[config.mk]
export PLATFORM = sky130hd
export DESIGN_NAME = key_bounce_gen
export DESIGN_NICKNAME = d
export VERILOG_FILES = /design/src/rtl/key_bounce_gen.sv
export SDC_FILE = /design/constraint.sdc
export NUM_CORES = 1
export LEC_CHECK = 0
export BUFFER_PORTS_ARGS = -buffer_cell sky130_fd_sc_hd__buf_2
export CAP_MARGIN = 20
export CELL_PAD_IN_SITES_DETAIL_PLACEMENT = 2
export CELL_PAD_IN_SITES_GLOBAL_PLACEMENT = 2
export CORE_MARGIN = 1.5
export CORE_UTILIZATION = 42
export DETAILED_ROUTE_END_ITERATION = 12
export PLACE_DENSITY_LB_ADDON = 0.1
export SLEW_MARGIN = 40
export SYNTH_ARGS = -nofsm -noshare
export SYNTH_HDL_FRONTEND = slang
export SYNTH_SLANG_ARGS = --single-unit
[constraint.sdc]
create_clock -name clk -period 4 [get_ports clk]
set_clock_uncertainty 0.05 [all_clocks]
set_input_delay 0 -clock clk [delete_from_list [all_inputs] [get_ports clk]]
set_output_delay 0 -clock clk [all_outputs]
set_load 0.005 [all_outputs]
[src/rtl/key_bounce_gen.sv]
// key_bounce_gen -- emulates a mechanical push-button on an active-low key line.
//
// Each accepted start produces one press/release sequence:
//   press bounce : an initial low segment, then 2*BOUNCE_N toggles that end low,
//                  with every segment timed by an LFSR (1..2^GLITCH_W cycles)
//   hold         : the line stays low for HOLD_CYC cycles
//   release      : the line rises, then 2*BOUNCE_N LFSR-timed toggles that end high
// done pulses for one cycle on the edge that leaves the line at its final high
// value, and press_cnt counts completed sequences (8-bit, wraps).
// abort in any busy state releases the line at once. It gives no done pulse
// and no count, and it takes priority over a completion on the same edge.
// The parameters must satisfy HOLD_CYC >= 1, HOLD_CYC < 2^CNT_W and
// GLITCH_W < CNT_W, with GLITCH_W <= 16.
//
// Ports:
//   clk        in   1  clock
//   rst_n      in   1  asynchronous active-low reset
//   start      in   1  request one sequence (sampled in IDLE only)
//   abort      in   1  terminate the current sequence immediately
//   key_out    out  1  emulated key line, 1 = released
//   busy       out  1  sequence in progress
//   done       out  1  one-cycle completion pulse
//   press_cnt  out  8  number of completed sequences
module key_bounce_gen #(
  parameter int BOUNCE_N = 6,
  parameter int GLITCH_W = 8,
  parameter int HOLD_CYC = 2_500_000,
  parameter int CNT_W    = 30
) (
  input  logic       clk,
  input  logic       rst_n,
  input  logic       start,
  input  logic       abort,
  output logic       key_out,
  output logic       busy,
  output logic       done,
  output logic [7:0] press_cnt
);

  typedef enum logic [1:0] {
    ST_IDLE         = 2'd0,
    ST_PRESS_BOUNCE = 2'd1,
    ST_HOLD         = 2'd2,
    ST_REL_BOUNCE   = 2'd3
  } state_e;

  // The toggle counter must reach 2*BOUNCE_N during the press bounce.
  localparam int                TOG_W        = $clog2(2 * BOUNCE_N + 2);
  localparam logic [TOG_W-1:0]  TOG_END      = TOG_W'(2 * BOUNCE_N);
  localparam logic [TOG_W-1:0]  TOG_REL_LAST = TOG_W'((BOUNCE_N > 0) ? (2 * BOUNCE_N - 1) : 0);
  localparam logic [CNT_W-1:0]  HOLD_LOAD    = CNT_W'(HOLD_CYC - 1);
  localparam logic [15:0]       LFSR_SEED    = 16'hACE1;
  localparam bit                CLEAN        = (BOUNCE_N == 0);

  // Fibonacci LFSR step, polynomial x^16 + x^14 + x^13 + x^11 + 1.
  function automatic logic [15:0] lfsr_next(input logic [15:0] s);
    return {s[14:0], s[15] ^ s[13] ^ s[12] ^ s[10]};
  endfunction

  state_e             state_q, state_d;
  logic               key_q, key_d;
  logic               busy_q, busy_d;
  logic               done_q, done_d;
  logic [7:0]         press_cnt_q, press_cnt_d;
  logic [CNT_W-1:0]   cnt_q, cnt_d;
  logic [TOG_W-1:0]   tog_q, tog_d;
  logic [15:0]        lfsr_q, lfsr_d;
  logic [CNT_W-1:0]   seg_load_s;

  // A segment of L cycles loads L-1 and acts when the counter reads zero.
  assign seg_load_s = CNT_W'(lfsr_q[GLITCH_W-1:0]);

  // Next-state logic: abort first, then the per-state segment/toggle sequencing.
  always_comb begin
    state_d     = state_q;
    key_d       = key_q;
    busy_d      = busy_q;
    done_d      = 1'b0;
    press_cnt_d = press_cnt_q;
    cnt_d       = cnt_q;
    tog_d       = tog_q;
    lfsr_d      = lfsr_next(lfsr_q);

    if ((state_q != ST_IDLE) && abort) begin
      state_d = ST_IDLE;
      key_d   = 1'b1;
      busy_d  = 1'b0;
      cnt_d   = {CNT_W{1'b0}};
      tog_d   = {TOG_W{1'b0}};
    end else begin
      case (state_q)
        ST_IDLE: begin
          // A start that coincides with abort is dropped.
          if (start && !abort) begin
            key_d  = 1'b0;
            busy_d = 1'b1;
            tog_d  = {TOG_W{1'b0}};
            if (CLEAN) begin
              state_d = ST_HOLD;
              cnt_d   = HOLD_LOAD;
            end else begin
              state_d = ST_PRESS_BOUNCE;
              cnt_d   = seg_load_s;
            end
          end else begin
            key_d  = 1'b1;
            busy_d = 1'b0;
          end
        end

        ST_PRESS_BOUNCE: begin
          if (cnt_q != {CNT_W{1'b0}}) begin
            cnt_d = cnt_q - CNT_W'(1);
          end else if (tog_q == TOG_END) begin
            // The segment after the last toggle has expired; the line stays low.
            state_d = ST_HOLD;
            cnt_d   = HOLD_LOAD;
          end else begin
            key_d = ~key_q;
            tog_d = tog_q + TOG_W'(1);
            cnt_d = seg_load_s;
          end
        end

        ST_HOLD: begin
          if (cnt_q != {CNT_W{1'b0}}) begin
            cnt_d = cnt_q - CNT_W'(1);
          end else begin
            key_d = 1'b1;
            if (CLEAN) begin
              state_d     = ST_IDLE;
              busy_d      = 1'b0;
              done_d      = 1'b1;
              press_cnt_d = press_cnt_q + 8'd1;
            end else begin
              state_d = ST_REL_BOUNCE;
              tog_d   = {TOG_W{1'b0}};
              cnt_d   = seg_load_s;
            end
          end
        end

        ST_REL_BOUNCE: begin
          if (cnt_q != {CNT_W{1'b0}}) begin
            cnt_d = cnt_q - CNT_W'(1);
          end else if (tog_q == TOG_REL_LAST) begin
            // Final toggle lands high: the sequence completes on this edge.
            key_d       = ~key_q;
            state_d     = ST_IDLE;
            busy_d      = 1'b0;
            done_d      = 1'b1;
            press_cnt_d = press_cnt_q + 8'd1;
            tog_d       = {TOG_W{1'b0}};
          end else begin
            key_d = ~key_q;
            tog_d = tog_q + TOG_W'(1);
            cnt_d = seg_load_s;
          end
        end

        default: begin
          state_d = ST_IDLE;
          key_d   = 1'b1;
          busy_d  = 1'b0;
          cnt_d   = {CNT_W{1'b0}};
          tog_d   = {TOG_W{1'b0}};
        end
      endcase
    end
  end

  // State, output and LFSR registers; reset releases the line and reseeds the LFSR.
  always_ff @(posedge clk or negedge rst_n) begin
    if (!rst_n) begin
      state_q     <= ST_IDLE;
      key_q       <= 1'b1;
      busy_q      <= 1'b0;
      done_q      <= 1'b0;
      press_cnt_q <= 8'd0;
      cnt_q       <= {CNT_W{1'b0}};
      tog_q       <= {TOG_W{1'b0}};
      lfsr_q      <= LFSR_SEED;
    end else begin
      state_q     <= state_d;
      key_q       <= key_d;
      busy_q      <= busy_d;
      done_q      <= done_d;
      press_cnt_q <= press_cnt_d;
      cnt_q       <= cnt_d;
      tog_q       <= tog_d;
      lfsr_q      <= lfsr_d;
    end
  end

  assign key_out   = key_q;
  assign busy      = busy_q;
  assign done      = done_q;
  assign press_cnt = press_cnt_q;

endmodule

# After elaboration in Yosys (flattened, before gate mapping)
# Cells that the tools add are included.
# classes
addsub,3
eq_ne,13
n_mux,40
bitwise_logic,6
reduce_logical,13
# ops
op,count
$mux 30,6
$pmux 30 s4,1
$reduce_bool 30->1,1
$sub 30x1->30 const B,1
$mux 4,7
$mux 22,1
$ne 3x3->1 const B,7
$pmux 4 s4,1
$mux 1,14
$mux 2,7
$add 8x1->8 const B,1
$eq 4x4->1 const B,2
$pmux 2 s4,1
$reduce_and 4->1,2
$reduce_and 6->1,1
$reduce_and 5->1,1
$add 4x1->4 const B,1
$eq 2x2->1 const B,2
$ne 4x4->1 const B,1
$pmux 1 s4,1
$not 1->1,3
$reduce_and 3->1,1
$reduce_bool 3->1,1
$xor 1x1->1,3
other kinds (7),8
# totals
ff_bits,63
input_bits,4
output_inout_bits,11
word_cells,83

# Depth between registers and ports, before layout
# Gate-level depths: netlist of the first run.
# logic_depth
word_depth,5
ltp_mapped,11
depth_no_buf,8

# Worst setup path after synthesis of the first run
# No wires, ideal clock.
# synth_path
kind,register -> register
from,register cnt_q[23]
to,register cnt_q[5]
setup_time_ns,0.126
arrival_ns,2.530
required_ns,3.824
slack_ns,1.294
stages_incl_launch_ff,8
n_path_buf,1
period_less_slack_ns,2.706
cell_sequence,dfrtp_1 -> or4_4 -> or4_4 -> buf_6 -> nor4_4 -> nand2b_1 -> nor2_1 -> a221o_1
# synth_via
elab_chain_len,4
elab_cells_between_ends,8
classes_between,1 x eq/ne; 5 x mux; 2 x reduce/logical
# synth_lines
element,line,text
from (decl),65,"logic [CNT_W-1:0] cnt_q, cnt_d;"
from (signal assigned),180,cnt_q <= {CNT_W{1'b0}};
from (signal assigned),189,cnt_q <= cnt_d;
$reduce_bool 30->1 *,"112, 126, 144",
$mux 30 (on tied branches),"144, 112, 126",
$pmux 30 s4,91,case (state_q)
$mux 30,84,if ((state_q != ST_IDLE) && abort) begin
# Every way passes the cells marked *; elsewhere a longest branch is shown, timed or not.
# A chain may end at the register's enable or synchronous reset.

# Worst setup path in the final report of the first run
# layout_path
from,register cnt_q[12]
to,register cnt_q[2]
# The elaborated chain is that of the path after synthesis.

==> metrics.yaml, run 1 <==
global_route:
  grt_first_pass_wirelength_um: 16300
  grt_util_all_layers: 0.254
  grt_pass1_vias: 3014
  antenna_found_initial: 0
  grt_max_degree: 64
  grt_overflow_total: 0
yosys:
  ys_ff_latch: 63
  ys_warn_count: 0
  syn-instance-count: 342
  syn_area_mm2: 0.00328
  synth.avg_cell_area_um2: 9.59
  synth_edf_count: 0
  syn_nets: 354
  yosysSeqAreaShare: 0.484
  dominantRegCellSynth: "dfrtp_1"
  async_flop_share: 1.00
  synth_cell_type_count: 57
setup_path:
  worstSetupStartpointType: "flop"
  timing.rr.end: "cnt_q[2]"
  critPathRequiredTime_ps: 4220
  critPathKind: "reg -> reg"
  cp_max_fo: 11
  arrival_ps: 3550
  r2r_start: "cnt_q[12]"
  r2r_slack_ps: 670
  r2r_cells: 7
  endpoint_kind: "flop"
finish:
  final_util: 0.483
  drive_above_1_share: 0.160
  diodes: 0
  area_growth_pct: 12.7
  fin_area_mm2: 0.00370
  nNetsFinal: 375
  final_cells: 470
  n_fill_cell: 810
hold_path:
  hp-class: "in -> reg"
  hold_end: "busy"
  worstHoldStart: "start"
  min_path_cells: 4
sta:
  fin_crit_sh: 0.832
  fin_setup_tns_ps: 0
  period_needed_ps: 3330
  fmax_ghz: 0.300
  setup_viol: 0
  rsz0062_at_grt: "no"
  drv_slew: 0
  hold_viol_final: 0
  tightestPinTransition_ps: 706
  relSlewSlack: 0.529
outcome:
  run_status: "finished clean"
floorplan:
  fp.dieH_um: 91.4
  placeableCoreArea_mm2: 0.00765
  start_util: 0.429
  die_area_mm2: 0.00835
  row_count: 32
  die_width_um: 91.4
  ios: 15
power:
  vdd_drop_max_mv: 0.313
  power_density_mw_per_mm2: 809
  leakage_nw: 1.64
clock_network:
  cts_setup_buffers: 0
  root_buffer: "clkbuf_8"
  cts_resized: 0
  cts_tree: "yes"
  clk_pin_slew_worst_paths_ps: 80
  clock_latency_ps: 350
  cts.sinks: 63
  htreeDepth: 3
  clockBufferDepth: 2
  ctsHoldBuffers: 2
  cts_buffers: 9
drt:
  via_per_inst: 5.89
  first_pass_iters: 4
  drt_wl_total_um: 9710
  vias: 2767
  wire_per_inst_um: 20.7
  drtIter0Drc: 92
  route.detailed.drc: 0
  ant_nets: 0
placed_design:
  dp.cells: 452
  io_buffers: 14
  gp_congestion: 0.786
  hpwl_um: 6630
  place_area_mm2: 0.00345
job:
  cap_violations: 0
==> how the worst max path moves through the flow <==
stage	start	to	slack [ps]	cells past startpoint
floorplan	cnt_q[23]	cnt_q[5]	1290	7
global placement	cnt_q[23]	cnt_q[20]	890	7
detailed placement	cnt_q[12]	cnt_q[5]	670	6
CTS	cnt_q[12]	cnt_q[2]	650	7
global route	state_q[0]	cnt_q[18]	370	9
finish	cnt_q[12]	cnt_q[2]	670	7
==> area by class of cell <==
class | instances | area (um2) | share of cell area
sequential | 63 | 1590 | 0.429
multi-input combinational | 256 | 1570 | 0.425
timing repair buffer | 24 | 154 | 0.0416
tap | 102 | 128 | 0.0345
clock buffer | 9 | 124 | 0.0335
clock inverter | 7 | 97.6 | 0.0264
inverter | 9 | 33.8 | 0.00914
==> through the flow <==
stage                     power (mW)  hold WS (ps)  worst slack, ps
final                           2.99          40.3              671
after floorplan                 2.00          -346             1290
after global placement          2.29           171              891
after global routing            3.21          97.7              371
after detailed placement        2.36           180              669
after CTS                       3.02          38.3              654
==> cells by family (layout without fill, tap and decap cells) <==
kind of cell | Yosys count | after routing | synth area share
AND/OR/NAND/NOR | 137 | 137 | 0.216
adder cells (fa/ha/maj) | 8 | 8 | 0.0305
flip-flops | 63 | 63 | 0.484
multiplexers | 2 | 2 | 0.00649
buffers and inverters | 23 | 49 | 0.0385
AO/OA/AOI/OAI | 93 | 93 | 0.181
XOR/XNOR | 16 | 16 | 0.0427
==> registers in the layout (all words and copies together), names as in the netlist <==
register	count
cnt_q	30
lfsr_q	16
press_cnt	8
tog_q	4
state_q	2
busy	1
done	1
key_out	1
==> worst max-delay path, stage by stage (launching register included) <==
cell and delay, ps:
dfrtp_1 450, or3_1 480, or3_1 570, nor4_4 660
nand2b_1 480, buf_4 280, a211oi_1 80, o21ai_0 200
==> routing by layer <==
metal,vias up,track usage,part of all wire
met4,0,0.0703,0.012
met5,-,0,0
met2,30,0.436,0.51
li1,1287,-,-
met1,1440,0.330,0.46
met3,10,0.0402,0.020
==> where the power goes <==
part | switching, mW | internal [mW] | total [mW]
combinational | 0.965 | 0.492 | 1.46
clock | 0.272 | 0.351 | 0.623
sequential | 0.152 | 0.761 | 0.913
==> synth_stat cells (6+ instances only) <==
master,instances,share of area
or3_1,9,0.017
ha_1,8,0.031
o31ai_1,6,0.014
dfstp_2,9,0.072
nor2_1,34,0.039
nor3_1,18,0.027
nand2b_1,6,0.011
inv_1,9,0.010
nand2_1,34,0.039
a21oi_1,21,0.032
o21ai_0,24,0.037
xnor2_1,8,0.021
nand3_1,7,0.011
dfrtp_1,54,0.41
xor2_1,8,0.021
a31oi_1,11,0.021
==> layout by cell type, fill, tap and decap left out, drive strengths merged, types with 2 or more instances in the layout <==
cell	count
buf	22
nand4	5
o31ai	7
nand2	34
ha	8
o211ai	3
nor2	34
clkinv	3
nand3	7
nor4	6
and2	2
nor3	19
xnor2	8
dfstp	9
a21o	2
or3	9
clkbuf	9
nor2b	3
a221o	3
or4	6
xor2	8
dlygate4sd3	2
a31oi	11
o21a	2
a211oi	4
nand2b	6
inv	9
o21ai	27
dfrtp	54
clkinvlp	2
o22ai	3
a21oi	23
bufinv	2
No activity file was read; power rests on OpenSTA's default activity.
==> run 2, diff against run 1 <==
CORE_UTILIZATION = 39   (was 42)
clock period = 3.5 ns   (was 4 ns; I/O delays follow)
==> run 2 against run 1 <==
Compared with the run above:
- register-to-register slack worse by 150 ps
- largest power group unchanged
- power is 13% higher
- highest routed layer unchanged
- non-clock buffer count is 4 higher
- utilization is 3.1 points lower
- combinational power grew 16%
- first-iteration DRC count up 7.6%
- global-route usage is 1.7 points lower
- clock power grew 3.9%
- flip-flop and latch count is the same
- largest cell class unchanged
- final area up 0.14%
- clock-buffer cell count unchanged
==> metrics.yaml, run 2 (synthesis results as in run 1) <==
placed_design:
  hpwl_um: 6670
  gp_congestion: 0.772
  dp_slack_ps: 617
  io_buffers: 14
setup_path:
  endpoint_kind: "flop"
  r2r_slack_ps: 530
  timing.rr.end: "cnt_q[5]"
  arrival_ps: 3210
  critPathRequiredTime_ps: 3740
  crit_chain: "inv_1 > ha_1 > nor4b_2 > buf_4 > nand3_1 > nor3_1 > a21oi_1 > nor2_1 > a221o_1"
  critPathBufInv: 2
  worstSetupStartpointType: "flop"
  critical_path.top_delay_family: "simple AND/OR/NAND/NOR gates"
  cp_max_fo: 7
  r2r_start: "cnt_q[0]"
  r2r_cells: 9
  critPathKind: "reg -> reg"
  cp_slowest_cell: "nor3_1"
  max_stage_delay_ps: 710
finish:
  final_cell_mix: "dfrtp_1 (54), nor2_1 (34), nand2_1 (34)"
  area_growth_pct: 12.9
  diodes: 0
  regMostFlops: "cnt_q"
  final_util: 0.453
  drive_above_1_share: 0.167
  layout.cells.most_common: "dfrtp_1"
  nNetsFinal: 379
  largest_reg_flops: 30
sta:
  timing.final.ws_setup_ps: 525
  setup_viol: 0
  fin_setup_tns_ps: 0
  fin_crit_sh: 0.850
  rsz0062_at_grt: "no"
  period_needed_ps: 2970
  tightestPinTransition_ps: 695
  drv_slew: 0
  fmax_ghz: 0.336
  relSlewSlack: 0.533
  hold_viol_final: 0
clock_network:
  clk_pin_slew_worst_paths_ps: 70
  cts_tree: "yes"
  clockBufferDepth: 2
  root_buffer: "clkbuf_8"
  clock_latency_ps: 360
  cts.sinks: 63
  cts_setup_buffers: 0
  htreeDepth: 3
  cts_buffers: 9
global_route:
  grt_pass1_vias: 2994
  antenna_found_initial: 0
  grt_max_degree: 49
  grt_util_all_layers: 0.237
  grt_overflow_total: 0
  grt_first_pass_wirelength_um: 15900
hold_path:
  min_path_cells: 4
  worstHoldStart: "start"
  hold_end: "busy"
  hp-class: "in -> reg"
drt:
  drtIter0Drc: 99
  drt_wl_total_um: 9530
  first_pass_iters: 4
  ant_nets: 0
  via_per_inst: 5.80
  wire_per_inst_um: 20.0
  vias: 2766
  route.detailed.drc: 0
power:
  leakage_nw: 1.65
  power_density_mw_per_mm2: 915
  vdd_drop_max_mv: 0.339
  p_total_mw: 3.39
floorplan:
  placeableCoreArea_mm2: 0.00818
  fp.dieH_um: 94.7
  start_util: 0.401
  row_count: 33
  die_width_um: 94.7
  ios: 15
  die_area_mm2: 0.00897
outcome:
  run_status: "finished clean"
job:
  cap_violations: 0
-- run 2: worst reg2reg max path, stage by stage (launching register included) --
cell and delay, ps:
dfrtp_1 410, inv_1 70, ha_1 230, nor4b_2 240
buf_4 180, nand3_1 340, nor3_1 720, a21oi_1 150
nor2_1 290, a221o_1 230
-- run 2: repair_timing --
| action | 4_1_cts | 5_1_grt |
|---|---|---|
| gates resized for setup | 0 | 0 |
| hold buffers | 2 | 0 |
| endpoints found under the hold margin | 40 | 0 |
-- run 2: worst max path at each step --
| stage | slack (ps) | cells after the start | startpoint | to |
|---|---|---|---|---|
| 2_1_floorplan | 790 | 7 | cnt_q[23] | cnt_q[5] |
| 3_3_place_gp | 710 | 6 | cnt_q[12] | tog_q[3] |
| 3_5_place_dp | 620 | 6 | cnt_q[12] | tog_q[3] |
| 4_1_cts | 540 | 6 | cnt_q[12] | tog_q[3] |
| 5_1_grt | 370 | 9 | cnt_q[0] | tog_q[2] |
| 6_report | 530 | 9 | cnt_q[0] | cnt_q[5] |
-- run 2: layout make-up --
cell class	instances	area (um2)
sequential	63	1590
multi-input combinational	256	1570
clock inverter	7	72.6
timing repair buffer	28	183
tap	105	131
clock buffer	9	124
inverter	9	33.8
fill	898	4470
-- run 2: report_power, final --
part,internal (mW),switching (mW)
Clock,0.329,0.317
Combinational,0.584,1.11
Sequential,0.870,0.177
-- run 2: per-stage QoR --
step                      hold WS, ps  instances  area (um2)
after global routing              123        477        3700
after detailed placement         17.8        459        3490
after CTS                        57.1        477        3700
after global placement            221        459        3480
final                            59.6        477        3700
after floorplan                  -346        342        3280
-- run 2: per-layer routing --
layer / vias to the layer above / routed length [um] / global-route usage
met5: - / 0 / 0
met4: 0 / 168 / 0.0784
met3: 14 / 239 / 0.0443
met2: 36 / 4620 / 0.389
met1: 1428 / 4500 / 0.313
li1: 1288 / - / -
